### src/rtl/wb_write_arbiter_pkg.sv
// Shared types and constants for the register-file writeback arbiter.
// Zero-latency helpers only; no flow control lives here.
package wb_write_arbiter_pkg;

    localparam int         REG_COUNT     = 32;
    localparam logic [4:0] ZERO_REG      = 5'd0;
    localparam int         WB_DATA_WIDTH = 32;

    typedef struct packed {
        logic [4:0]               rd;
        logic [WB_DATA_WIDTH-1:0] data;
    } wb_entry_t;

    function automatic logic [REG_COUNT-1:0] reg_onehot(input logic [4:0] rd);
        logic [REG_COUNT-1:0] oh;
        oh     = '0;
        oh[rd] = 1'b1;
        return oh;
    endfunction

endpackage

### src/rtl/wb_fifo.sv
// Sync FIFO of {rd, data} entries with a per-entry valid/rd view; head visible combinationally.
// Push while full and pop while empty are ignored; the owner gates both.
module wb_fifo #(
    parameter int  DEPTH      = 4,
    parameter int  DATA_WIDTH = 32,
    localparam int AW         = $clog2(DEPTH)
) (
    input  logic                  clk,
    input  logic                  rst_n,
    input  logic                  push,
    input  logic [4:0]            push_rd,
    input  logic [DATA_WIDTH-1:0] push_data,
    input  logic                  pop,
    output logic                  full,
    output logic                  empty,
    output logic [AW:0]           count,
    output logic [4:0]            head_rd,
    output logic [DATA_WIDTH-1:0] head_data,
    output logic [DEPTH-1:0]      ent_vld,
    output logic [DEPTH*5-1:0]    ent_rd
);

    logic [4:0]            mem_rd   [DEPTH];
    logic [DATA_WIDTH-1:0] mem_data [DEPTH];
    logic [AW-1:0]         wr_ptr;
    logic [AW-1:0]         rd_ptr;
    logic [AW:0]           cnt;
    logic                  do_push;
    logic                  do_pop;
    logic [AW-1:0]         off;

    assign full      = (cnt == (AW+1)'(DEPTH));
    assign empty     = (cnt == '0);
    assign count     = cnt;
    assign do_push   = push && !full;
    assign do_pop    = pop && !empty;
    assign head_rd   = mem_rd[rd_ptr];
    assign head_data = mem_data[rd_ptr];

    always_ff @(posedge clk or negedge rst_n) begin
        if (!rst_n) begin
            wr_ptr <= '0;
            rd_ptr <= '0;
            cnt    <= '0;
        end else begin
            if (do_push) wr_ptr <= wr_ptr + 1'b1;
            if (do_pop)  rd_ptr <= rd_ptr + 1'b1;
            case ({do_push, do_pop})
                2'b10:   cnt <= cnt + 1'b1;
                2'b01:   cnt <= cnt - 1'b1;
                default: cnt <= cnt;
            endcase
        end
    end

    // Payload storage needs no reset; validity comes from the pointers.
    always_ff @(posedge clk) begin
        if (do_push) begin
            mem_rd[wr_ptr]   <= push_rd;
            mem_data[wr_ptr] <= push_data;
        end
    end

    // Slot i is live when its distance from the read pointer is below the occupancy.
    always_comb begin
        ent_vld = '0;
        ent_rd  = '0;
        off     = '0;
        for (int i = 0; i < DEPTH; i++) begin
            off              = AW'(i) - rd_ptr;
            ent_vld[i]       = ({1'b0, off} < cnt);
            ent_rd[i*5 +: 5] = mem_rd[i];
        end
    end

endmodule

### src/rtl/wb_write_arbiter.sv
// Sole register-file writer: pipeline writeback wins, buffered long-latency results fill idle slots, zero-cycle port select.
// Pipeline is never stalled directly; ml_ready drops only when full, stall_req asks for a bubble after STARVE_LIMIT blocked cycles.
module wb_write_arbiter
    import wb_write_arbiter_pkg::*;
#(
    parameter int DATA_WIDTH   = 32,
    parameter int DEPTH        = 4,
    parameter int STARVE_LIMIT = 8
) (
    input  logic                     clk,
    input  logic                     rst_n,
    input  logic                     wb_valid,
    input  logic [4:0]               wb_rd,
    input  logic [DATA_WIDTH-1:0]    wb_data,
    input  logic                     ml_valid,
    output logic                     ml_ready,
    input  logic [4:0]               ml_rd,
    input  logic [DATA_WIDTH-1:0]    ml_data,
    output logic                     write_en,
    output logic [4:0]               rsW,
    output logic [DATA_WIDTH-1:0]    write_data,
    output logic [REG_COUNT-1:0]     pend_mask,
    output logic                     stall_req,
    output logic [$clog2(DEPTH):0]   fifo_count
);

    localparam int SW = $clog2(STARVE_LIMIT + 1);

    logic                  full;
    logic                  empty;
    logic [$clog2(DEPTH):0] count;
    logic [4:0]            head_rd;
    logic [DATA_WIDTH-1:0] head_data;
    logic [DEPTH-1:0]      ent_vld;
    logic [DEPTH*5-1:0]    ent_rd;
    logic                  pipe_use;
    logic                  pop;
    logic                  push;
    logic [SW-1:0]         starve_cnt;

    assign pipe_use = wb_valid && (wb_rd != ZERO_REG);
    assign pop      = !empty && !pipe_use;
    // x0 results complete the handshake but are never stored.
    assign push     = ml_valid && !full && (ml_rd != ZERO_REG);

    wb_fifo #(
        .DEPTH      (DEPTH),
        .DATA_WIDTH (DATA_WIDTH)
    ) u_fifo (
        .clk       (clk),
        .rst_n     (rst_n),
        .push      (push),
        .push_rd   (ml_rd),
        .push_data (ml_data),
        .pop       (pop),
        .full      (full),
        .empty     (empty),
        .count     (count),
        .head_rd   (head_rd),
        .head_data (head_data),
        .ent_vld   (ent_vld),
        .ent_rd    (ent_rd)
    );

    always_ff @(posedge clk or negedge rst_n) begin
        if (!rst_n) begin
            starve_cnt <= '0;
        end else if (empty || pop) begin
            starve_cnt <= '0;
        end else if (pipe_use && (starve_cnt != SW'(STARVE_LIMIT))) begin
            starve_cnt <= starve_cnt + 1'b1;
        end
    end

    // Everything is held at zero during reset, including the purely combinational paths.
    always_comb begin
        write_en   = 1'b0;
        rsW        = ZERO_REG;
        write_data = '0;
        pend_mask  = '0;
        stall_req  = 1'b0;
        fifo_count = '0;
        ml_ready   = 1'b0;
        if (rst_n) begin
            if (pipe_use) begin
                write_en   = 1'b1;
                rsW        = wb_rd;
                write_data = wb_data;
            end else if (!empty) begin
                write_en   = 1'b1;
                rsW        = head_rd;
                write_data = head_data;
            end
            for (int i = 0; i < DEPTH; i++) begin
                if (ent_vld[i]) pend_mask = pend_mask | reg_onehot(ent_rd[i*5 +: 5]);
            end
            stall_req  = (starve_cnt == SW'(STARVE_LIMIT));
            fifo_count = count;
            ml_ready   = !full;
        end
    end

endmodule

### config.mk
export PLATFORM = sky130hd
export DESIGN_NAME = wb_write_arbiter
export DESIGN_NICKNAME = d
export VERILOG_FILES = /design/src/rtl/wb_write_arbiter_pkg.sv /design/src/rtl/wb_fifo.sv /design/src/rtl/wb_write_arbiter.sv
export SDC_FILE = /design/constraint.sdc
export NUM_CORES = 1
export LEC_CHECK = 0
export BUFFER_PORTS_ARGS = -buffer_cell sky130_fd_sc_hd__buf_4
export CAP_MARGIN = 20
export CORE_MARGIN = 2
export CORE_UTILIZATION = 35
export CTS_CLUSTER_SIZE = 8
export DETAILED_ROUTE_END_ITERATION = 8
export PLACE_DENSITY = 0.57
export RECOVER_POWER = 25
export REMOVE_ABC_BUFFERS = 1
export SLEW_MARGIN = 10
export SYNTH_ARGS = -nofsm -noshare
export SYNTH_HDL_FRONTEND = slang
export SYNTH_HIERARCHICAL = 1
export SYNTH_SLANG_ARGS = --single-unit
export TNS_END_PERCENT = 5
### constraint.sdc
create_clock -name clk -period 3.8 [get_ports clk]
set_clock_uncertainty 0.05 [all_clocks]
set_input_delay 0.38 -clock clk [delete_from_list [all_inputs] [get_ports clk]]
set_output_delay 0.38 -clock clk [all_outputs]
set_load 0.02 [all_outputs]
==> reports/summary.txt, run 1 <==
DPL Wire Length: 17.10 mm
Hold depth: 1
Grt total ovfl: 0
Post-CTS Repair Setup Buffers: 0
Clock Sinks: 159
CP max FO: 9
Power Density: 682.7 nW/um2
Min Hold Slack: 0.1196 ns
Synth Flop Type: edfxtp_1
Leakage power total: 3.695 nW
Count of cell types in the netlist: 50
R2R Path Start: u_fifo/count[2]$_DFFE_PN0P_
Post-Synthesis Cell Area: 8608 um2
Reg2Reg Depth: 5
CP Launch Point: u_fifo/rd_ptr[1]$_DFFE_PN0P_
Worst Setup Path Type: flop to primary output
Inserted Clock Buffers: 17
Row Count: 57
Syn_area_per_cell: 13.06 um2
Clock slew at reported path FFs: 0.06 ns
Multi-input combinational cell area: 3622 um2
Starting DRC count in detailed routing: 643
Final hold viol count: 0
Sequential area share after synthesis: 54.83%
Avg WL per Cell: 22.61 um
Ports: 153
CTS Buffer Depth: 2
CTS tree: built
Total Routing Usage GR: 19.76%
Detail Route Antenna Nets: 0
Startpoint type of the worst setup path: flop
Vias per cell: 5.948
Die W: 160.8 um
Vias in the first global route: 6794
Fillers: 2265
Gpl congestion: 0.8024
Worst Hold End: u_fifo/mem_data[1][11]$_DFFE_PP_
R2r endpoint: u_fifo/mem_data[3][21]$_DFFE_PP_
Slew headroom: 48.64%
Most frequent cells in the layout: edfxtp_1, buf_4, nand3_1, o22ai_1, nand4b_1
Core Area: 24250 um2
Max Fclk: 282.9 MHz
DP Area: 10060 um2
Fraction of layout cells with a size suffix above 1: 28.91%
Req. time, crit path: 3.37 ns
# DRC: 0
FF/Latch Area: 4722 um2
Commonest non-fill, non-tap cell in the layout: edfxtp_1
Synth-to-Final Area Change: 23.31%
Final WL: 25.44 mm
CP Capture Type: primary output
Ys Warns: 6
Starting Density: 35.50%
Max Cap Viol: 0
Yosys reg bits: 159
Drt first pass iters: 5
Nets: 876
Measured slew at the worst slew-check pin: 0.7704 ns
Min-delay src: ml_data[11]
Clk Latency, worst-skew pair: 0.42 ns
First-pass GRT wire length: 38.91 mm
Fin crit period: 3.535 ns
Die Area: 25860 um2
Outcome: finished clean
Type of the worst min-delay path: primary input to flop
RSZ-0062 raised after global routing: false
DR vias: 6692
Cell count after synthesis: 659
Period utilization: 93.03%
Crit path DAT: 3.11 ns
Post-synth ARST share: 6.918%
Max-slew violation count: 0
R2R Setup Slk: 1.09 ns
Post-synth EDFFs: 148
Initial antenna violation count: 3
Fin area: 10620 um2
CTS root buffer: clkbuf_16
Die height: 160.8 um
H-tree Lvls: 4
I/O Buffers: 152
Max IR drop VDD: 0.3244 mV
Final setup fails: 0
Largest net degree at the start of global routing: 69
## layer usage
metal | share of wire [%] | track usage [%]
met2 | 49 | 32.70
met3 | 7.6 | 4.933
met5 | 0.051 | 0
met4 | 2.0 | 7.630
met1 | 41 | 25.08
## where the power goes
group	switching [mW]	total [mW]	internal, mW	leakage, nW
clock network	0.649	1.81	1.17	0.310
registers	0.206	2.52	2.32	1.48
logic	1.68	2.91	1.23	1.90
total	2.53	7.25	4.71	3.70
## timing repair
item,CTS,global route
endpoints found under the hold margin,4,0
gates resized for setup,0,0
hold buffers,1,0
## cell families after synthesis
| logic type | count (synthesis) | synth area share, % |
|---|---|---|
| DFF | 159 | 54.83 |
| buffers and inverters | 72 | 3.299 |
| xor gates and xnor gates | 10 | 1.017 |
| muxes | 39 | 9.971 |
| and+or+nand+nor | 222 | 16.98 |
| AOI/OAI and AO/OA | 145 | 12.08 |
| adders and majority gates | 12 | 1.831 |
## sequential cells by signal, summed over array words and instances, names as in the netlist
name             cells
u_fifo/mem_data    128
u_fifo/mem_rd       20
starve_cnt           4
u_fifo/count         3
u_fifo/rd_ptr        2
u_fifo/wr_ptr        2
## synth_stat cells, drive strengths merged, types with 2 or more instances
| master | number | area [um2] |
|---|---|---|
| inv | 12 | 45.04 |
| and2 | 5 | 33.78 |
| mux4 | 37 | 833.3 |
| nor3 | 6 | 30.03 |
| or4 | 2 | 15.01 |
| nand2b | 9 | 56.30 |
| a21oi | 9 | 45.04 |
| o21a | 31 | 232.7 |
| a32oi | 32 | 280.3 |
| clkbuf | 42 | 158.9 |
| nor3b | 2 | 15.01 |
| a22oi | 2 | 15.01 |
| buf | 18 | 80.08 |
| a32o | 2 | 20.02 |
| nand4bb | 2 | 22.52 |
| nand4 | 4 | 25.02 |
| nor2 | 8 | 30.03 |
| o32ai | 3 | 26.28 |
| ha | 11 | 137.6 |
| o31a | 2 | 18.77 |
| nand3 | 67 | 335.3 |
| nor2b | 34 | 212.7 |
| or4bb | 9 | 101.4 |
| or2 | 8 | 50.05 |
| nand2 | 10 | 37.54 |
| xnor2 | 4 | 35.03 |
| or4b | 5 | 50.05 |
| and3 | 4 | 30.03 |
| o21ai | 2 | 10.00 |
| edfxtp | 148 | 4444 |
| dfrtp | 11 | 275.3 |
| xor2 | 6 | 52.55 |
| nand4b | 44 | 385.4 |
| o22ai | 60 | 375.4 |
## metrics by stage
step / setup WS (ns) / instances / setup TNS [ns] / total power [mW] / util (%)
2_1_floorplan: -0.2289 / 599 / -2.063 / 4.437 / -
3_3_place_gp: 0.8264 / 1090 / 0 / 5.413 / 41.49
3_5_place_dp: 0.7529 / 1090 / 0 / 5.474 / 41.49
4_1_cts: 0.3049 / 1123 / 0 / 7.323 / 44.19
5_1_grt: 0.09873 / 1123 / 0 / 7.651 / 43.76
6_report: 0.2647 / 1125 / 0 / 7.247 / 43.78
## how the worst max path moves through the flow
stage                                  endpoint  slack, ns  cells after the start
finish                             pend_mask[1]       0.26                      9
global route                       pend_mask[0]        0.1                      8
CTS                                pend_mask[1]       0.30                      8
detailed placement  u_fifo/count[2]$_DFFE_PN0P_       0.75                     11
global placement    u_fifo/count[2]$_DFFE_PN0P_       0.83                     11
floorplan                         pend_mask[16]      -0.23                      7
## cell type report
cell class              instances  area share (%)
flip-flops and latches        159           44.48
multi-input cells             428           34.12
repair buffers                168           11.03
clock buffers                  18           4.043
well taps                     324           3.819
clock inverters                14           2.027
inverters                      12          0.4243
diodes                          2         0.04715
## worst max-delay path, stage by stage (launching register included)
cell and delay (ns):
dfrtp_2 0.49, xor2_1 0.25, inv_1 0.07, ha_1 0.27, a21oi_1 0.15, or2_1 0.25, or4b_2 0.70, o32ai_1 0.19
o21a_1 0.18, buf_4 0.14
(Power assumes the default switching activity.)
==> run 2, diff against run 1 <==
- CORE_UTILIZATION: 35 -> 47
- CTS_CLUSTER_SIZE: 8 -> 40
- PLACE_DENSITY: 0.57 -> 0.72
==> run 2 against run 1 <==
Combinational power hardly changed. Clock power shrank 6%. Utilization is 14 points higher. Critical endpoint is now pend_mask[2]. Final cell count fell by 8.4%. First-iteration DRC count shrank 0.31%.
==> reports/summary.txt, run 2 (same netlist as run 1, synthesis figures left out) <==
Outcome: finished clean (unchanged)
Period utilization: 91.69% (was 93.03%)
Core Area: 17960 um2 (was 24250 um2)
Max Cap Viol: 0 (unchanged)
Initial antenna violation count: 0 (was 3)
Slew headroom: 52.86% (was 48.64%)
# diodes: 0 (was 2)
Max-slew violation count: 0 (unchanged)
Row Count: 49 (was 57)
Vias per cell: 6.546 (was 5.948)
Final hold viol count: 0 (unchanged)
Commonest non-fill, non-tap cell in the layout: edfxtp_1 (unchanged)
Clock slew at reported path FFs: 0.07 ns (was 0.06 ns)
R2R Setup Slk: 1.10 ns (was 1.09 ns)
Avg WL per Cell: 23.11 um (was 22.61 um)
CTS Buffer Depth: 2 (unchanged)
Power Density: 682.1 nW/um2 (was 682.7 nW/um2)
Startpoint type of the worst setup path: flop (unchanged)
Gpl congestion: 0.9308 (was 0.8024)
CP max FO: 13 (was 9)
Max IR drop VDD: 0.3914 mV (was 0.3244 mV)
Req. time, crit path: 3.37 ns (about the same)
Type of the worst min-delay path: primary input to flop (unchanged)
Inserted Clock Buffers: 17 (unchanged)
First-pass GRT wire length: 36.67 mm (was 38.91 mm)
Ports: 153 (unchanged)
Fraction of layout cells with a size suffix above 1: 29.21% (was 28.91%)
Die W: 139.3 um (was 160.8 um)
Leakage power total: 3.689 nW (was 3.695 nW)
Nets: 878 (was 876)
Synth-to-Final Area Change: 21.38% (was 23.31%)
Detail Route Antenna Nets: 0 (unchanged)
DR vias: 6742 (was 6692)
CTS tree: built (unchanged)
Vias in the first global route: 6665 (was 6794)
RSZ-0062 raised after global routing: false (unchanged)
Final setup fails: 0 (unchanged)
Hold depth: 1 (unchanged)
Top reg by flops: u_fifo/mem_data (unchanged)
Grt total ovfl: 0 (unchanged)
Largest net degree at the start of global routing: 70 (was 69)
Worst Setup Path Type: flop to primary output (unchanged)
Die height: 139.3 um (was 160.8 um)
Drt first pass iters: 6 (was 5)
Biggest regs: u_fifo/mem_data x128, u_fifo/mem_rd x20, starve_cnt x4 (unchanged)
Measured slew at the worst slew-check pin: 0.7071 ns (was 0.7704 ns)
Clk Latency, worst-skew pair: 0.42 ns (about the same)
Cts hold-fix bufs: 0 (was 1)
Fin util: 58.17% (was 43.78%)
R2R Path Start: u_fifo/count[2]$_DFFE_PN0P_ (unchanged)
# DRC: 0 (unchanged)
Final WL: 23.81 mm (was 25.44 mm)
Die Area: 19410 um2 (was 25860 um2)
CTS root buffer: clkbuf_16 (unchanged)
Max reg flops: 128 (unchanged)
CP Capture Type: primary output (unchanged)
R2r endpoint: u_fifo/mem_rd[3][1]$_DFFE_PP_ (was u_fifo/mem_data[3][21]$_DFFE_PP_)
H-tree Lvls: 4 (unchanged)
Min-delay src: ml_data[7] (was ml_data[11])
Clock Sinks: 159 (unchanged)
Max Fclk: 287.0 MHz (was 282.9 MHz)
I/O Buffers: 152 (unchanged)
Crit path DAT: 3.05 ns (was 3.11 ns)
Worst Hold End: u_fifo/mem_data[2][7]$_DFFE_PP_ (was u_fifo/mem_data[1][11]$_DFFE_PP_)
Most frequent cells in the layout: edfxtp_1, buf_4, nand3_1, o22ai_1, nand4b_1 (unchanged)
DPL Wire Length: 15.87 mm (was 17.10 mm)
# resized after CTS: 0 (unchanged)
Post-CTS Repair Setup Buffers: 0 (unchanged)
Total negative setup slack: 0 ns (unchanged)
Starting Density: 47.92% (was 35.50%)
Total Routing Usage GR: 24.28% (was 19.76%)
Starting DRC count in detailed routing: 641 (was 643)
Fin crit period: 3.484 ns (was 3.535 ns)
Reg2Reg Depth: 5 (unchanged)
[run 2: changes by cell type in the layout (fill, tap and decap cells not counted), moves of 2 or more]
cell and delta:
buf_4 +4, bufinv_16 -3, clkinv_2 -3, inv_6 +3
inv_8 +3, clkinv_4 +2, clkinvlp_4 -2, diode_2 -2
[run 2: cell type report]
| cell class | instances | area [um2] |
|---|---|---|
| Fill cell | 1471 | 7515 |
| Sequential cell | 159 | 4722 |
| Multi-Input combinational cell | 428 | 3622 |
| Timing Repair Buffer | 170 | 1171 |
| Clock buffer | 17 | 425.4 |
| Tap cell | 229 | 286.5 |
| Clock inverter | 15 | 176.4 |
| Inverter | 12 | 45.04 |
[run 2: routing by layer]
layer  part of all wire [%]  global-route usage [%]
met1                     40                   31.12
met2                     49                   40.09
met3                    8.6                   6.228
met4                    2.5                   9.091
met5                      0                       0
[run 2: worst max-delay path, stage by stage (launching register included)]
cell,delay (ns)
dfrtp_2,0.55
xor2_1,0.22
inv_1,0.07
ha_1,0.27
a21oi_1,0.11
or2_1,0.25
or4b_2,0.67
o22ai_1,0.20
o21a_1,0.14
buf_4,0.14
[run 2: report_power, final]
part           switching [mW]  leakage, nW  internal (mW)  total [mW]
Sequential              0.221         1.48           2.32        2.54
Clock                   0.713        0.296          0.991        1.70
Combinational            1.65         1.91           1.24        2.88
[run 2: per-stage QoR]
| stage | worst slack, ns | area (um2) | power [mW] | hold slack, ns | std cells |
|---|---|---|---|---|---|
| 2_1_floorplan | -0.2289 | 8369 | 4.437 | 0.03441 | 599 |
| 3_3_place_gp | 0.8370 | 9952 | 5.343 | 0.4970 | 998 |
| 3_5_place_dp | 0.7825 | 9952 | 5.434 | 0.5282 | 998 |
| 4_1_cts | 0.2974 | 10550 | 7.155 | 0.08396 | 1030 |
| 5_1_grt | 0.1047 | 10450 | 7.459 | 0.1046 | 1030 |
| 6_report | 0.3159 | 10450 | 7.127 | 0.1129 | 1030 |
[run 2: worst max-delay path by stage]
| stage | cells after the start | end | start | slack (ns) |
|---|---|---|---|---|
| 4_1_cts | 9 | pend_mask[2] | u_fifo/rd_ptr[1]$_DFFE_PN0P_ | 0.30 |
| 6_report | 9 | pend_mask[2] | u_fifo/rd_ptr[1]$_DFFE_PN0P_ | 0.32 |
| 3_3_place_gp | 9 | pend_mask[3] | u_fifo/rd_ptr[1]$_DFFE_PN0P_ | 0.84 |
| 3_5_place_dp | 9 | pend_mask[2] | u_fifo/rd_ptr[1]$_DFFE_PN0P_ | 0.78 |
| 2_1_floorplan | 7 | pend_mask[16] | u_fifo/rd_ptr[0]$_DFFE_PN0P_ | -0.23 |
| 5_1_grt | 9 | pend_mask[2] | u_fifo/rd_ptr[1]$_DFFE_PN0P_ | 0.10 |
==> run 3, diff against run 2 <==
- ABC_AREA: unset -> 1
- MAX_ROUTING_LAYER: unset -> met4
==> run 3 against run 2 <==
Critical path depth grew 4. Combinational power grew 8.3%. Synthesized cell count grew 59%. Via count grew 12%. Largest cell class unchanged. Sequential power is essentially flat. Clock power is essentially flat. Utilization shrank 0.66 points. Setup slack lost 0.055 ns.
==> reports/summary.txt, run 3 <==
Startpoint type of the worst setup path: flop (unchanged)
Count leader, synth: nand2_1 (was edfxtp_1)
Count of cell types in the netlist: 32 (was 50)
Final setup fails: 0 (unchanged)
Placed cell count: 1403 (was 998)
Power Density: 683.7 nW/um2 (was 682.1 nW/um2)
I/O Buffers: 152 (unchanged)
Largest net degree at the start of global routing: 51 (was 70)
Starting Density: 47.98% (was 47.92%)
Fin crit period: 3.539 ns (was 3.484 ns)
CTS root buffer: clkbuf_16 (unchanged)
Top reg by flops: u_fifo/mem_data (unchanged)
Max Cap Viol: 0 (unchanged)
Type of the worst min-delay path: primary input to flop (unchanged)
# diodes: 0 (unchanged)
Post-synth ARST share: 6.918% (unchanged)
Hold depth: 1 (unchanged)
DR vias: 7562 (was 6742)
H-tree Lvls: 4 (unchanged)
R2R Setup Slk: 1.43 ns (was 1.10 ns)
CTS Buffer Depth: 2 (unchanged)
Cell count after synthesis: 1049 (was 659)
Clock slew at reported path FFs: 0.07 ns (about the same)
Worst Setup Path Type: flop to primary output (unchanged)
Total negative setup slack: 0 ns (unchanged)
Reg2Reg Depth: 13 (was 5)
Yosys top cell area share: 49.52% (was 51.63%)
Clock Sinks: 159 (unchanged)
Post-CTS Repair Setup Buffers: 0 (unchanged)
Gpl congestion: 0.9723 (was 0.9308)
# DRC: 0 (unchanged)
Dominant cells by area after synthesis: edfxtp_1, nand2_1, nand3_1, nor2_1, inv_1 (was edfxtp_1, mux4_2, nand4b_1, o22ai_1, nand3_1)
Measured slew at the worst slew-check pin: 0.7073 ns (was 0.7071 ns)
Fin util: 57.51% (was 58.17%)
Vias in the first global route: 6934 (was 6665)
Avg WL per Cell: 15.95 um (was 23.11 um)
Sequential area share after synthesis: 52.59% (was 54.83%)
Core Area: 18710 um2 (was 17960 um2)
DPL Wire Length: 15.02 mm (was 15.87 mm)
Final non-filler cell total: 1436 (was 1030)
Inserted Clock Buffers: 17 (unchanged)
Period utilization: 93.12% (was 91.69%)
Max reg flops: 128 (unchanged)
Crit path DAT: 3.11 ns (was 3.05 ns)
Total Routing Usage GR: 23.03% (was 24.28%)
First-pass GRT wire length: 35.56 mm (was 36.67 mm)
Row Count: 50 (was 49)
Ys Warns: 6 (unchanged)
Yosys reg bits: 159 (unchanged)
Final WL: 22.90 mm (was 23.81 mm)
Max IR drop VDD: 0.3607 mV (was 0.3914 mV)
Req. time, crit path: 3.37 ns (about the same)
Die Area: 20220 um2 (was 19410 um2)
CTS tree: built (unchanged)
Biggest regs: u_fifo/mem_data x128, u_fifo/mem_rd x20, starve_cnt x4 (unchanged)
RSZ-0062 raised after global routing: false (unchanged)
Max-slew violation count: 0 (unchanged)
Die height: 142.2 um (was 139.3 um)
Syn_area_per_cell: 8.556 um2 (was 13.06 um2)
CP max FO: 31 (was 13)
Max Fclk: 282.6 MHz (was 287.0 MHz)
Post-synth EDFFs: 148 (unchanged)
Vias per cell: 5.266 (was 6.546)
Most frequent cells in the layout: nand2_1, nor2_1, edfxtp_1, buf_4, nand3_1 (was edfxtp_1, buf_4, nand3_1, o22ai_1, nand4b_1)
Ports: 153 (unchanged)
Die W: 142.2 um (was 139.3 um)
Post-Synthesis Cell Area: 8975 um2 (was 8608 um2)
Slew headroom: 52.67% (was 52.86%)
Starting DRC count in detailed routing: 538 (was 641)
Cell taking the most area after synthesis: edfxtp_1 (unchanged)
Leakage power total: 4.675 nW (was 3.689 nW)
Synth-to-Final Area Change: 19.87% (was 21.38%)
Detail Route Antenna Nets: 0 (unchanged)
Clk Latency, worst-skew pair: 0.42 ns (about the same)
Commonest non-fill, non-tap cell in the layout: nand2_1 (was edfxtp_1)
Initial antenna violation count: 0 (unchanged)
Drt first pass iters: 8 (was 6)
Min Hold Slack: 0.1341 ns (was 0.1129 ns)
Grt total ovfl: 0 (unchanged)
Outcome: finished clean (unchanged)
Nets: 1279 (was 878)
Fillers: 1675 (was 1471)
Final hold viol count: 0 (unchanged)
Fraction of layout cells with a size suffix above 1: 20.55% (was 29.21%)
Synth Flop Type: edfxtp_1 (unchanged)
Top cells by count, synth: nand2_1, nor2_1, edfxtp_1, nand3_1, inv_1 (was edfxtp_1, nand3_1, o22ai_1, nand4b_1, clkbuf_1)
CP Capture Type: primary output (unchanged)
## run 3: cell types whose count changed after synthesis, moves of 31 or more
cell and delta:
nand2_1 +287, nor2_1 +152, inv_1 +76, nand3_1 +68, o22ai_1 -60, nand4b_1 -44, mux4_2 -37, nand4_1 +34
nor2b_1 -34, a32oi_1 -32, clkbuf_1 -32, o21a_1 -31
## run 3: path summary, 6_finish.rpt
path,startpoint,end
worst max-delay path,u_fifo/rd_ptr[0]$_DFFE_PN0P_,pend_mask[29]
worst min-delay path,ml_data[3],u_fifo/mem_data[3][3]$_DFFE_PP_
worst max register to register,u_fifo/count[1]$_DFFE_PN0P_,u_fifo/count[2]$_DFFE_PN0P_
worst min register to register,u_fifo/wr_ptr[1]$_DFFE_PN0P_,u_fifo/wr_ptr[1]$_DFFE_PN0P_
max in group asynchronous,rst_n,u_fifo/rd_ptr[0]$_DFFE_PN0P_
min in group asynchronous,rst_n,u_fifo/wr_ptr[0]$_DFFE_PN0P_
## run 3: logic make-up after synthesis
logic type | after synthesis | share of synthesized area, %
fa+ha+maj | 12 | 1.757
compound gates | 47 | 3.095
flops | 159 | 52.59
simple gates | 681 | 34.35
xor+xnor | 4 | 0.3904
buf+inv | 146 | 7.821
## run 3: what timing repair did
action	4_1_cts	5_1_grt
gates resized for setup	0	3
hold endpoints to repair	11	0
hold buffers	1	0
endpoints found under the setup margin	0	2
## run 3: through the flow
stage	power, mW	cell area [um2]	setup slack (ns)
3_3_place_gp	5.629	10240	0.7538
2_1_floorplan	4.573	8633	-0.9239
5_1_grt	7.810	10760	0.04459
6_report	7.355	10760	0.2614
4_1_cts	7.384	10850	0.2752
3_5_place_dp	5.676	10240	0.7203
## run 3: power breakdown
group | leakage [nW] | internal (mW) | switching (mW)
clock network | 0.293 | 0.993 | 0.708
registers | 1.49 | 2.31 | 0.219
logic | 2.89 | 0.985 | 2.14
## run 3: layout make-up
| class | count | area [um2] | area share [%] |
|---|---|---|---|
| multi-input cells | 744 | 3591 | 33.38 |
| well taps | 234 | 292.8 | 2.722 |
| flip-flops and latches | 159 | 4723 | 43.91 |
| repair buffers | 171 | 1189 | 11.05 |
| inverters | 96 | 360.3 | 3.350 |
| clock buffers | 18 | 429.2 | 3.989 |
| clock inverters | 14 | 172.7 | 1.605 |
## run 3: worst max-delay path, cell delays in order, from the launching register on
cell	delay, ns
dfrtp_4	0.69
nand2_1	0.12
nand2_2	0.11
inv_2	0.03
ha_1	0.26
a21boi_1	0.13
o21ai_1	0.22
nand2_1	0.12
nor2_1	0.52
nand2_1	0.11
nand2_1	0.09
nor2_1	0.05
nor2_1	0.09
buf_4	0.15
## run 3: routing by layer
metal  track usage [%]  part of all wire, %  up-vias
li1                  -                    -     3750
met1             30.01                   43     3488
met2             38.19                   48      303
met3             3.365                  7.8       21
met4             5.737                  1.1        0
met5                 -                    0        -
